==> config.mk <==
export PLATFORM = sky130hd
export DESIGN_NAME = seq_alu
export DESIGN_NICKNAME = d
export VERILOG_FILES = /design/src/rtl/seq_alu.sv
export SDC_FILE = /design/constraint.sdc
export NUM_CORES = 1
export LEC_CHECK = 0
export ABC_AREA = 1
export CORE_AREA = 2 2 82 84
export CTS_CLUSTER_DIAMETER = 150
export DETAILED_ROUTE_END_ITERATION = 8
export DIE_AREA = 0 0 84 86
export PLACE_DENSITY = 0.68
export SYNTH_ARGS = -nofsm -noshare
export SYNTH_HDL_FRONTEND = slang
export SYNTH_SLANG_ARGS = --single-unit
==> constraint.sdc <==
create_clock -name clk -period 4.3 [get_ports clk]
set_input_delay 0.86 -clock clk [delete_from_list [all_inputs] [get_ports clk]]
set_output_delay 0.86 -clock clk [all_outputs]
set_load 0.02 [all_outputs]
==> src/rtl/seq_alu.sv <==
// Sequential slice-serial ALU: ADD/ADC/SUB/SBC/CMP (+ AND/OR/XOR when
// SEQ_ALU_LOGIC_OPS_EN is defined) with a persistent CVNZ condition code register.
module seq_alu #(
  parameter int OP_SIZE = 8,
  parameter int SLICE   = 4
) (
  input  logic               clk,
  input  logic               rst_n,
  input  logic               start,
  input  logic [2:0]         op,
  input  logic [OP_SIZE-1:0] A,
  input  logic [OP_SIZE-1:0] B,
  output logic [OP_SIZE-1:0] R,
  output logic [3:0]         CCR,
  output logic               busy,
  output logic               done
);

  // state  | meaning
  // IDLE   | waiting for start; operands and carry-in latched on accept
  // CALC   | one SLICE-bit slice per cycle, LSB first, into res_sh
  // FLAGS  | commit R/CCR, pulse done, back to IDLE

  localparam int NSLICE = OP_SIZE / SLICE;
  localparam int CW     = (NSLICE > 1) ? $clog2(NSLICE) : 1;

  localparam logic [2:0] OP_ADD = 3'b000;
  localparam logic [2:0] OP_ADC = 3'b001;
  localparam logic [2:0] OP_SUB = 3'b010;
  localparam logic [2:0] OP_SBC = 3'b011;
  localparam logic [2:0] OP_CMP = 3'b100;

  typedef enum logic [1:0] {S_IDLE, S_CALC, S_FLAGS} state_t;

  state_t             state, state_nxt;
  logic [CW-1:0]      cnt;
  logic [OP_SIZE-1:0] a_sh, b_sh, res_sh;
  logic [2:0]         op_q;
  logic               carry;
  logic               nz_acc;
  logic               a_msb, b_msb;

  logic               accept;
  logic               last_slice;
  logic               is_sub, is_logic;
  logic [SLICE-1:0]   a_sl, b_sl, slice_res;
  logic [SLICE:0]     sum;
  logic               c_new, v_new, n_new, z_new;

  assign accept     = (state == S_IDLE) && start;
  assign last_slice = (cnt == CW'(NSLICE - 1));
  assign is_sub     = (op_q == OP_SUB) || (op_q == OP_SBC) || (op_q == OP_CMP);
  assign is_logic   = op_q[2] && (op_q[1:0] != 2'b00);

  always_ff @(posedge clk or negedge rst_n) begin
    if (!rst_n) state <= S_IDLE;
    else        state <= state_nxt;
  end

  always_comb begin
    state_nxt = state;
    case (state)
      S_IDLE:  if (start) state_nxt = S_CALC;
      S_CALC:  if (last_slice) state_nxt = S_FLAGS;
      S_FLAGS: state_nxt = S_IDLE;
      default: state_nxt = S_IDLE;
    endcase
  end

  // Subtraction is A + ~B + carry-in, so the B slice is inverted on the fly
  assign a_sl = a_sh[SLICE-1:0];
  assign b_sl = is_sub ? ~b_sh[SLICE-1:0] : b_sh[SLICE-1:0];
  assign sum  = {1'b0, a_sl} + {1'b0, b_sl} + (SLICE+1)'(carry);

  always_comb begin
    slice_res = sum[SLICE-1:0];
`ifdef SEQ_ALU_LOGIC_OPS_EN
    case (op_q)
      3'b101:  slice_res = a_sl & b_sl;
      3'b110:  slice_res = a_sl | b_sl;
      3'b111:  slice_res = a_sl ^ b_sl;
      default: ;
    endcase
`endif
  end

  // Carry out of the last slice is a borrow indicator (inverted) on subtracts
  assign c_new = is_sub ? ~carry : carry;
  assign n_new = res_sh[OP_SIZE-1];
  assign z_new = ~nz_acc;
  assign v_new = is_sub ? ((a_msb != b_msb) && (n_new != a_msb))
                        : ((a_msb == b_msb) && (n_new != a_msb));

  always_ff @(posedge clk or negedge rst_n) begin
    if (!rst_n) begin
      cnt    <= '0;
      a_sh   <= '0;
      b_sh   <= '0;
      res_sh <= '0;
      op_q   <= '0;
      carry  <= 1'b0;
      nz_acc <= 1'b0;
      a_msb  <= 1'b0;
      b_msb  <= 1'b0;
    end else if (accept) begin
      cnt    <= '0;
      a_sh   <= A;
      b_sh   <= B;
      op_q   <= op;
      nz_acc <= 1'b0;
      a_msb  <= A[OP_SIZE-1];
      b_msb  <= B[OP_SIZE-1];
      case (op)
        OP_ADC:  carry <= CCR[3];
        OP_SUB:  carry <= 1'b1;
        OP_SBC:  carry <= ~CCR[3];
        OP_CMP:  carry <= 1'b1;
        default: carry <= 1'b0;
      endcase
    end else if (state == S_CALC) begin
      cnt    <= cnt + 1'b1;
      a_sh   <= a_sh >> SLICE;
      b_sh   <= b_sh >> SLICE;
      res_sh <= {slice_res, res_sh[OP_SIZE-1:SLICE]};
      carry  <= sum[SLICE];
      nz_acc <= nz_acc | (|slice_res);
    end
  end

  always_ff @(posedge clk or negedge rst_n) begin
    if (!rst_n) begin
      R    <= '0;
      CCR  <= 4'b0000;
      done <= 1'b0;
    end else begin
      done <= (state == S_FLAGS);
      if (state == S_FLAGS) begin
        if (!is_logic) begin
          if (op_q != OP_CMP) R <= res_sh;
          CCR <= {c_new, v_new, n_new, z_new};
        end
`ifdef SEQ_ALU_LOGIC_OPS_EN
        else begin
          R   <= res_sh;
          CCR <= {CCR[3], 1'b0, n_new, z_new};
        end
`endif
      end
    end
  end

  assign busy = (state != S_IDLE) || done;

endmodule
==> flow_metrics.tcl, run 1 <==
set metrics [dict create \
    status "finished, final reports clean" \
    holdPathStages 2 \
    initial_core_util 0.356 \
    drc 0 \
    cts_post_setup_buffers_inserted 0 \
    nFillCells 623 \
    core_area_sq_mm 0.00628 \
    seq_area_frac_synth 0.527 \
    hold_start "R[3]" \
    synth_seq_cells 47 \
    syn_inst 239 \
    worst_path_largest_cell_delay_ns 0.54 \
    synthesis.area_per_instance_sq_um 9.34 \
    routabilityCongestion 0.775 \
    worstSetupPathType "reg -> out" \
    relSlewSlack 0.306 \
    dp_hpwl_mm 2.95 \
    pre_cts_slack_ns 1.95 \
    die_h_um 86 \
    fmax_mhz 399 \
    holdBufCountCts 0 \
    design_area_sq_mm 0.00270 \
    grt_overflow 0 \
    mostFrequentLayoutCells "nand2_1 (74), dfrtp_1 (47), clkdlybuf4s50_1 (34)" \
    grt_pass1_wl_mm 7.36 \
    area_growth_pct 20.9 \
    placed_area_sq_mm 0.00260 \
    maxCapViolations 0 \
    layoutNonFillerInstCount 352 \
    clk_path_buf_depth 2 \
    ant_nets 0 \
    insertion_delay_ns 0.30 \
    setup.worst_path.end_class "primary output" \
    drive_above_1_share 0.105 \
    wl_per_cell_um 11.5 \
    hold_viol 0 \
    critPathTopFamily "buffers and inverters" \
    cts.sinks 47 \
    gr-usage-all-layers 0.125 \
    cts_resized 0 \
    dieArea_sq_mm 0.00722 \
    dr.pass1.iters 6 \
    min_path_type "reg -> reg" \
    grt_pass1_vias 1685 \
    leakage_nw 1.31 \
    die_w_um 84 \
    r2r-start "op_q[2]" \
    num_io_pins 36 \
    synth.distinct_cells 25 \
    setup_violations 0 \
    seq_area_sq_mm 0.00118 \
    drt_iter0_markers 65 \
    mappedNetlistNets 267 \
    finClkSkew_ns 0.00411 \
    power_density_mw_per_mm2 814 \
    path_clk_slew_ns 0.08 \
    timing.final.crit_period_ns 2.50 \
    worstHoldEndpoint "R[3]" \
    rsz0062_at_grt "no" \
    cts_tree "done" \
    fin_nets 302 \
    crit_chain "inv_2, nand2_1, or2_2, clkdlybuf4s50_1" \
    placedCellCount 344 \
    tightest_slew_ns 1.04 \
    cpMaxStageDelayCell "clkdlybuf4s50_1" \
    r2r_setup_slack_ns 1.93 \
    crit_required_ns 3.44 \
    antenna_found_initial 0 \
    grt_max_degree 48 \
    final_common_cell "nand2_1" \
    ctsHtreeMaxLevel 2 \
    finalWorstSetupSlack_ns 1.80 \
    routed_via_density 4.63 \
    multi_input_area_sq_um 866 \
    ff2ff_path_depth 12 \
    io_buffers 35 \
    cts_root_buf "clkbuf_8" \
    num_rows 29 \
    cp_num_buf_inv 2 \
    wirelength_mm 4.05 \
    ir_drop_mv 0.292 \
    r2r-end "nz_acc" \
    critical_path_arrival_ns 1.64 \
    setup.worst_path.start_class "flip-flop" \
    diodes 0 \
    ys_warn_count 0 \
    cts_buffers 5 \
    drv_slew 0 \
    worstPathMaxFanout 3 \
    fin_tns_setup_ns 0 \
    post-route-period-util 0.583 \
    vias 1629 \
    synth.cell_area_sq_mm 0.00223 \
]
Yosys cell counts:
library cell,n,share of area
inv_2,5,0.0084
ha_1,4,0.022
xor2_2,1,0.0073
nand3b_1,4,0.013
o21ai_1,23,0.052
a21oi_1,2,0.0045
o221ai_1,2,0.0078
xor2_1,6,0.024
a31oi_1,1,0.0028
nand3_4,1,0.0078
or2_2,2,0.0056
dfrtp_1,47,0.53
nor2_1,2,0.0034
nand2_1,74,0.12
inv_4,1,0.0028
o21ai_0,4,0.0090
fa_1,2,0.018
nand2_2,5,0.014
buf_4,1,0.0034
buf_6,6,0.030
o211ai_2,5,0.028
nand3_1,15,0.034
inv_1,24,0.040
o221ai_2,1,0.0067
xnor2_1,1,0.0039
where the power goes:
part / internal (mW) / switching (mW) / total, mW / leakage (nW)
Clock: 0.147 / 0.142 / 0.288 / 0.0515
Sequential: 0.655 / 0.115 / 0.771 / 0.591
Combinational: 0.468 / 0.671 / 1.14 / 0.668
registers in the layout, indices dropped and copies added (netlist names):
signal  count
CCR         4
R           8
a_msb       1
a_sh        8
b_msb       1
b_sh        8
carry       1
cnt         1
done        1
nz_acc      1
op_q        3
res_sh      8
state       2
routing by layer:
metal  part of all wire  vias to the layer above  global-route usage
li1                   -                      829                   -
met1               0.47                      761               0.153
met2               0.47                       34               0.219
met3              0.046                        5              0.0385
met4             0.0084                        0              0.0264
met5                  0                        -                   0
through the flow:
stage | util | hold WS [ns] | power [mW]
after floorplan | - | 0.440 | 1.65
after detailed placement | 0.414 | 0.459 | 1.93
after global routing | 0.430 | 0.519 | 2.42
final | 0.430 | 0.472 | 2.20
after CTS | 0.430 | 0.480 | 2.22
after global placement | 0.414 | 0.454 | 1.89
tightest hold or removal path: cells and delay by family (launching register included):
family        cells  cell delay (ns)
flops             1             0.35
simple gates      2             0.09
cell type report:
type,count,share of cell area
Inverter,30,0.0427
Tap cell,77,0.0357
Sequential cell,47,0.436
Clock buffer,8,0.0371
Timing Repair Buffer,35,0.128
Multi-Input combinational cell,155,0.321
how the worst max path moves through the flow:
stage / startpoint / end / cells after the start
floorplan: op_q[2] / nz_acc / 12
global placement: op_q[2] / nz_acc / 12
detailed placement: op_q[2] / nz_acc / 12
CTS: state[1] / busy / 4
global route: state[0] / busy / 4
finish: state[1] / busy / 4
logic make-up (layout without fill, tap and decap cells):
logic type	after synthesis	count (layout)	share of synthesized area
AND/OR/NAND/NOR	103	103	0.202
XOR/XNOR	8	8	0.0348
adder cells (fa/ha/maj)	6	6	0.0404
buffers and inverters	37	73	0.0852
flip-flops	47	47	0.527
AO/OA/AOI/OAI	38	38	0.110
Note: power is estimated with default switching activity, not from simulation.
==> run 2, diff against run 1 <==
==> constraint.sdc (replaced) <==
create_clock -name clk -period 2.4 [get_ports clk]
set_input_delay 0.48 -clock clk [delete_from_list [all_inputs] [get_ports clk]]
set_output_delay 0.48 -clock clk [all_outputs]
set_load 0.02 [all_outputs]
==> flow_metrics.tcl, run 2 (same netlist as run 1, synthesis figures left out) <==
set metrics [dict create \
    holdBufCountCts 0 \
    drv_slew 0 \
    worstSetupPathType "reg -> reg" \
    swShare 0.422 \
    core_area_sq_mm 0.00628 \
    seqPwrFrac 0.349 \
    post-route-period-util 0.915 \
    initial_core_util 0.356 \
    placed_area_sq_mm 0.00262 \
    switchingPower_mw 1.67 \
    pre_cts_slack_ns 0.186 \
    fmax_mhz 456 \
    holdWs_ns 0.265 \
    ant_nets 0 \
    cts_post_setup_buffers_inserted 0 \
    drc 0 \
    status "finished, final reports clean" \
    rsz0062_at_grt "no" \
    routabilityCongestion 0.804 \
    setup_violations 0 \
    pwr-share-clk 0.125 \
    relSlewSlack 0.607 \
    ctsHtreeMaxLevel 2 \
    cts_tree "done" \
    worstPathMaxFanout 7 \
    grt_overflow 0 \
    layoutNonFillerInstCount 355 \
    die_h_um 86 \
    design_area_sq_mm 0.00273 \
    io_buffers 35 \
    num_rows 29 \
    antenna_found_initial 0 \
    diodes 0 \
    area_growth_pct 22.1 \
    clk_path_buf_depth 2 \
    path_clk_slew_ns 0.09 \
    finClkSkew_ns 0.00916 \
    dp_hpwl_mm 2.83 \
    hold_viol 0 \
    min_path_type "in -> async" \
    dieArea_sq_mm 0.00722 \
    dr.pass1.iters 4 \
    wirelength_mm 3.98 \
    routed_via_density 4.53 \
    placedCellCount 347 \
    cts_root_buf "clkbuf_8" \
    setup.worst_path.end_class "flip-flop" \
    gr-usage-all-layers 0.122 \
    crit_required_ns 2.59 \
    wl_per_cell_um 11.2 \
    finalWorstSetupSlack_ns 0.205 \
    drt_iter0_markers 151 \
    cts.sinks 47 \
    power_density_mw_per_mm2 1450 \
    final_common_cell "nand2_1" \
    num_io_pins 36 \
    setup.worst_path.start_class "flip-flop" \
    critical_path_arrival_ns 2.38 \
    mostFrequentLayoutCells "nand2_1 (74), dfrtp_1 (47), clkdlybuf4s50_1 (34)" \
    intPower_mw 2.28 \
    tightest_slew_ns 0.589 \
    fin_nets 305 \
    drive_above_1_share 0.126 \
    grt_max_degree 48 \
    cts_buffers 5 \
    grt_pass1_wl_mm 7.16 \
    fin_tns_setup_ns 0 \
    seq_area_sq_mm 0.00118 \
    insertion_delay_ns 0.29 \
    vias 1607 \
    nFillCells 632 \
    die_w_um 84 \
    grt_pass1_vias 1617 \
    multi_input_area_sq_um 871 \
    timing.final.crit_period_ns 2.20 \
    leakage_nw 1.32 \
    maxCapViolations 0 \
    pwr-share-comb 0.526 \
    ir_drop_mv 0.641 \
]
[run 2: cell types whose count changed in the layout (fill, tap and decap cells not counted), sizes merged]
cell,previous run,this run
clkbuf,8,6
clkinv,0,1
buf,1,4
clkinvlp,0,1
[run 2: worst paths after layout]
check / from / end / slack (ns) / cells after the start
setup / recovery: op_q[2] / nz_acc / 0.20 / 12
hold / removal: rst_n / R[5] / 0.26 / 2
setup reg to reg: op_q[2] / nz_acc / 0.20 / 12
hold reg to reg: R[2] / R[2] / 0.48 / 2
max in group asynchronous: rst_n / carry / 1.73 / 2
min in group clk: R[2] / R[2] / 0.48 / 2
[run 2: power groups by stage]
stage / logic, mW / clock network, mW / registers, mW
floorplan: 1.48 / 0 / 1.48
global placement: 2.05 / 0 / 1.38
detailed placement: 2.07 / 0 / 1.40
CTS: 2.09 / 0.516 / 1.38
global route: 2.38 / 0.553 / 1.44
finish: 2.08 / 0.492 / 1.38
[run 2: metal layers]
layer	vias up	GRT usage	part of all wire
met5	-	0	0
li1	837	-	-
met4	0	0.0308	0.0063
met2	26	0.216	0.48
met3	2	0.0289	0.034
met1	742	0.151	0.48
[run 2: stage by stage]
stage / util / total power [mW]
floorplan: - / 2.96
global placement: 0.418 / 3.44
detailed placement: 0.418 / 3.47
CTS: 0.433 / 3.99
global route: 0.434 / 4.37
finish: 0.434 / 3.95
[run 2: timing repair]
item | in CTS | in global routing
endpoints found under the hold margin | 0 | 0
resized for setup | 0 | 2
setup endpoints to repair | 0 | 1
[run 2: layout make-up]
type / instances / share of cell area
clock buffer: 6 / 0.0303
clock inverter: 2 / 0.00597
inverter: 30 / 0.0422
multi-input combinational: 155 / 0.320
sequential: 47 / 0.432
tap: 77 / 0.0354
timing repair buffer: 38 / 0.135
[run 2: worst max-delay path: stages, from the launching register on]
cell and delay (ns):
dfrtp_1 0.41, inv_2 0.09, nand2_1 0.08, nand2_2 0.07, xor2_1 0.15, fa_2 0.36, fa_2 0.54, nand2_1 0.04
nand3b_1 0.14, nand2_1 0.06, nand2_1 0.05, nand2_1 0.05, nand2_1 0.05
==> run 3, diff against run 2 <==
--- a/config.mk
+++ b/config.mk
@@ -7,10 +7,12 @@
 export LEC_CHECK = 0
 export ABC_AREA = 1
 export CORE_AREA = 2 2 82 84
-export CTS_CLUSTER_DIAMETER = 150
+export CTS_BUF_LIST = sky130_fd_sc_hd__clkbuf_8 sky130_fd_sc_hd__clkbuf_16
+export CTS_CLUSTER_DIAMETER = 60
 export DETAILED_ROUTE_END_ITERATION = 8
 export DIE_AREA = 0 0 84 86
 export PLACE_DENSITY = 0.68
+export SETUP_SLACK_MARGIN = 0.4
 export SYNTH_ARGS = -nofsm -noshare
 export SYNTH_HDL_FRONTEND = slang
 export SYNTH_SLANG_ARGS = --single-unit
==> flow_metrics.tcl, run 3 (same netlist as run 1, synthesis figures left out) <==
set metrics [dict create \
    antenna_found_initial 0 \
    use_met3 0.0318 \
    grt_max_degree 30 \
    cts.sinks 47 \
    gr-usage-all-layers 0.131 \
    ir_drop_mv 0.632 \
    power_density_mw_per_mm2 1470 \
    maxCapViolations 0 \
    status "finished, final reports clean" \
    final_common_cell "nand2_1" \
    ff2ff_path_depth 12 \
    grt_pass1_vias 1730 \
    routed_via_density 4.68 \
    drt_iter0_markers 43 \
    initial_core_util 0.356 \
    core_area_sq_mm 0.00628 \
    grt_overflow 0 \
    cpMostUsedCell "nand2_1" \
    die_h_um 86 \
    fmax_mhz 457 \
    setup_violations 0 \
    insertion_delay_ns 0.29 \
    holdWs_ns 0.181 \
    clk_path_buf_depth 2 \
    die_w_um 84 \
    routabilityCongestion 0.804 \
    rsz0062_at_grt "yes" \
    timing.final.crit_period_ns 2.19 \
    cts_root_buf "clkbuf_8" \
    wirelength_mm 4.37 \
    pre_cts_slack_ns 0.200 \
    cts_tree "done" \
    crit_chain "inv_2, nand3_2, nand2_2, xor2_1, fa_2, fa_2, nand2_1, nand3b_1, nand2_1, nand2_1, nand2_1, nand2_1" \
    top_usage_layer "met2" \
    fin_nets 305 \
    leakage_nw 1.32 \
    fin_tns_setup_ns 0 \
    drv_slew 0 \
    dp_hpwl_mm 3.16 \
    cpMaxStageDelayCell "fa_2" \
    met1_usage 0.157 \
    finalWorstSetupSlack_ns 0.214 \
    post-route-period-util 0.911 \
    drive_above_1_share 0.138 \
    path_clk_slew_ns 0.08 \
    num_rows 29 \
    diodes 0 \
    mostFrequentLayoutCells "nand2_1 (73), dfrtp_1 (47), clkdlybuf4s50_1 (33)" \
    area_growth_pct 23.4 \
    ant_nets 0 \
    use_met2 0.231 \
    worst_path_largest_cell_delay_ns 0.54 \
    finClkSkew_ns 0.00318 \
    wl_per_cell_um 12.4 \
    worstPathMaxFanout 4 \
    tightest_slew_ns 0.639 \
    min_path_type "in -> async" \
    num_io_pins 36 \
    holdBufCountCts 0 \
    cts_buffers 5 \
    crit_required_ns 2.59 \
    placedCellCount 346 \
    setup.worst_path.start_class "flip-flop" \
    critical_path_arrival_ns 2.37 \
    grt_pass1_wl_mm 7.59 \
    setup.worst_path.end_class "flip-flop" \
    dr.pass1.iters 5 \
    hold_viol 0 \
    relSlewSlack 0.573 \
    ctsHtreeMaxLevel 2 \
    drc 0 \
    layoutNonFillerInstCount 353 \
    vias 1653 \
    io_buffers 35 \
    worstSetupPathType "reg -> reg" \
    dieArea_sq_mm 0.00722 \
]
[run 3: cell count changes in the layout (fill, tap and decap cells not counted), sizes merged]
cell,previous run,this run
clkinv,1,0
inv,30,31
clkdlybuf4s50,34,33
clkbuf,6,5
dlygate4sd2,0,1
clkinvlp,1,0
[run 3: per-stage QoR]
step,power (mW),util,cell area (sq um)
2_1_floorplan,2.98,-,2240
3_3_place_gp,3.45,0.419,2630
3_5_place_dp,3.52,0.419,2630
4_1_cts,3.99,0.433,2720
5_1_grt,4.47,0.439,2760
6_report,4.06,0.439,2760
[run 3: cell type report]
type,instances,area [sq um]
fill,642,3520
sequential,47,1180
multi-input combinational,155,916
timing repair buffer,38,379
inverter,30,115
tap,77,96.3
clock buffer,5,68.8
clock inverter,1,3.75
[run 3: what timing repair did]
action | 4_1_cts | 5_1_grt
buffers inserted | 1 | 0
hold endpoints to repair | 0 | 0
resized for setup | 5 | 4
pin swaps | 3 | 1
endpoints found under the setup margin | 4 | 4
[run 3: per-layer routing]
metal | part of all wire | vias to the layer above
met5 | 0 | -
met4 | 0.0087 | 0
met2 | 0.49 | 35
met3 | 0.041 | 6
met1 | 0.46 | 776
li1 | - | 836
[run 3: worst paths after layout]
path,start,to,slack [ns]
max,op_q[1],nz_acc,0.21
min,rst_n,R[5],0.18
max reg2reg,op_q[1],nz_acc,0.21
min reg2reg,R[2],R[2],0.48
max in group asynchronous,rst_n,res_sh[6],1.70
min in group clk,R[2],R[2],0.48
[run 3: report_power, final]
group	internal [mW]	switching [mW]	total, mW
clock network	0.190	0.233	0.424
logic	0.940	1.29	2.23
registers	1.18	0.230	1.41
total	2.31	1.75	4.06
[run 3: worst max-delay path, delay by kind of cell (launching register included)]
family	cells	cell delay [ns]
xor gates and xnor gates	1	0.15
adders and majority gates	2	0.90
buffers and inverters	1	0.07
DFF	1	0.43
and+or+nand+nor	8	0.53
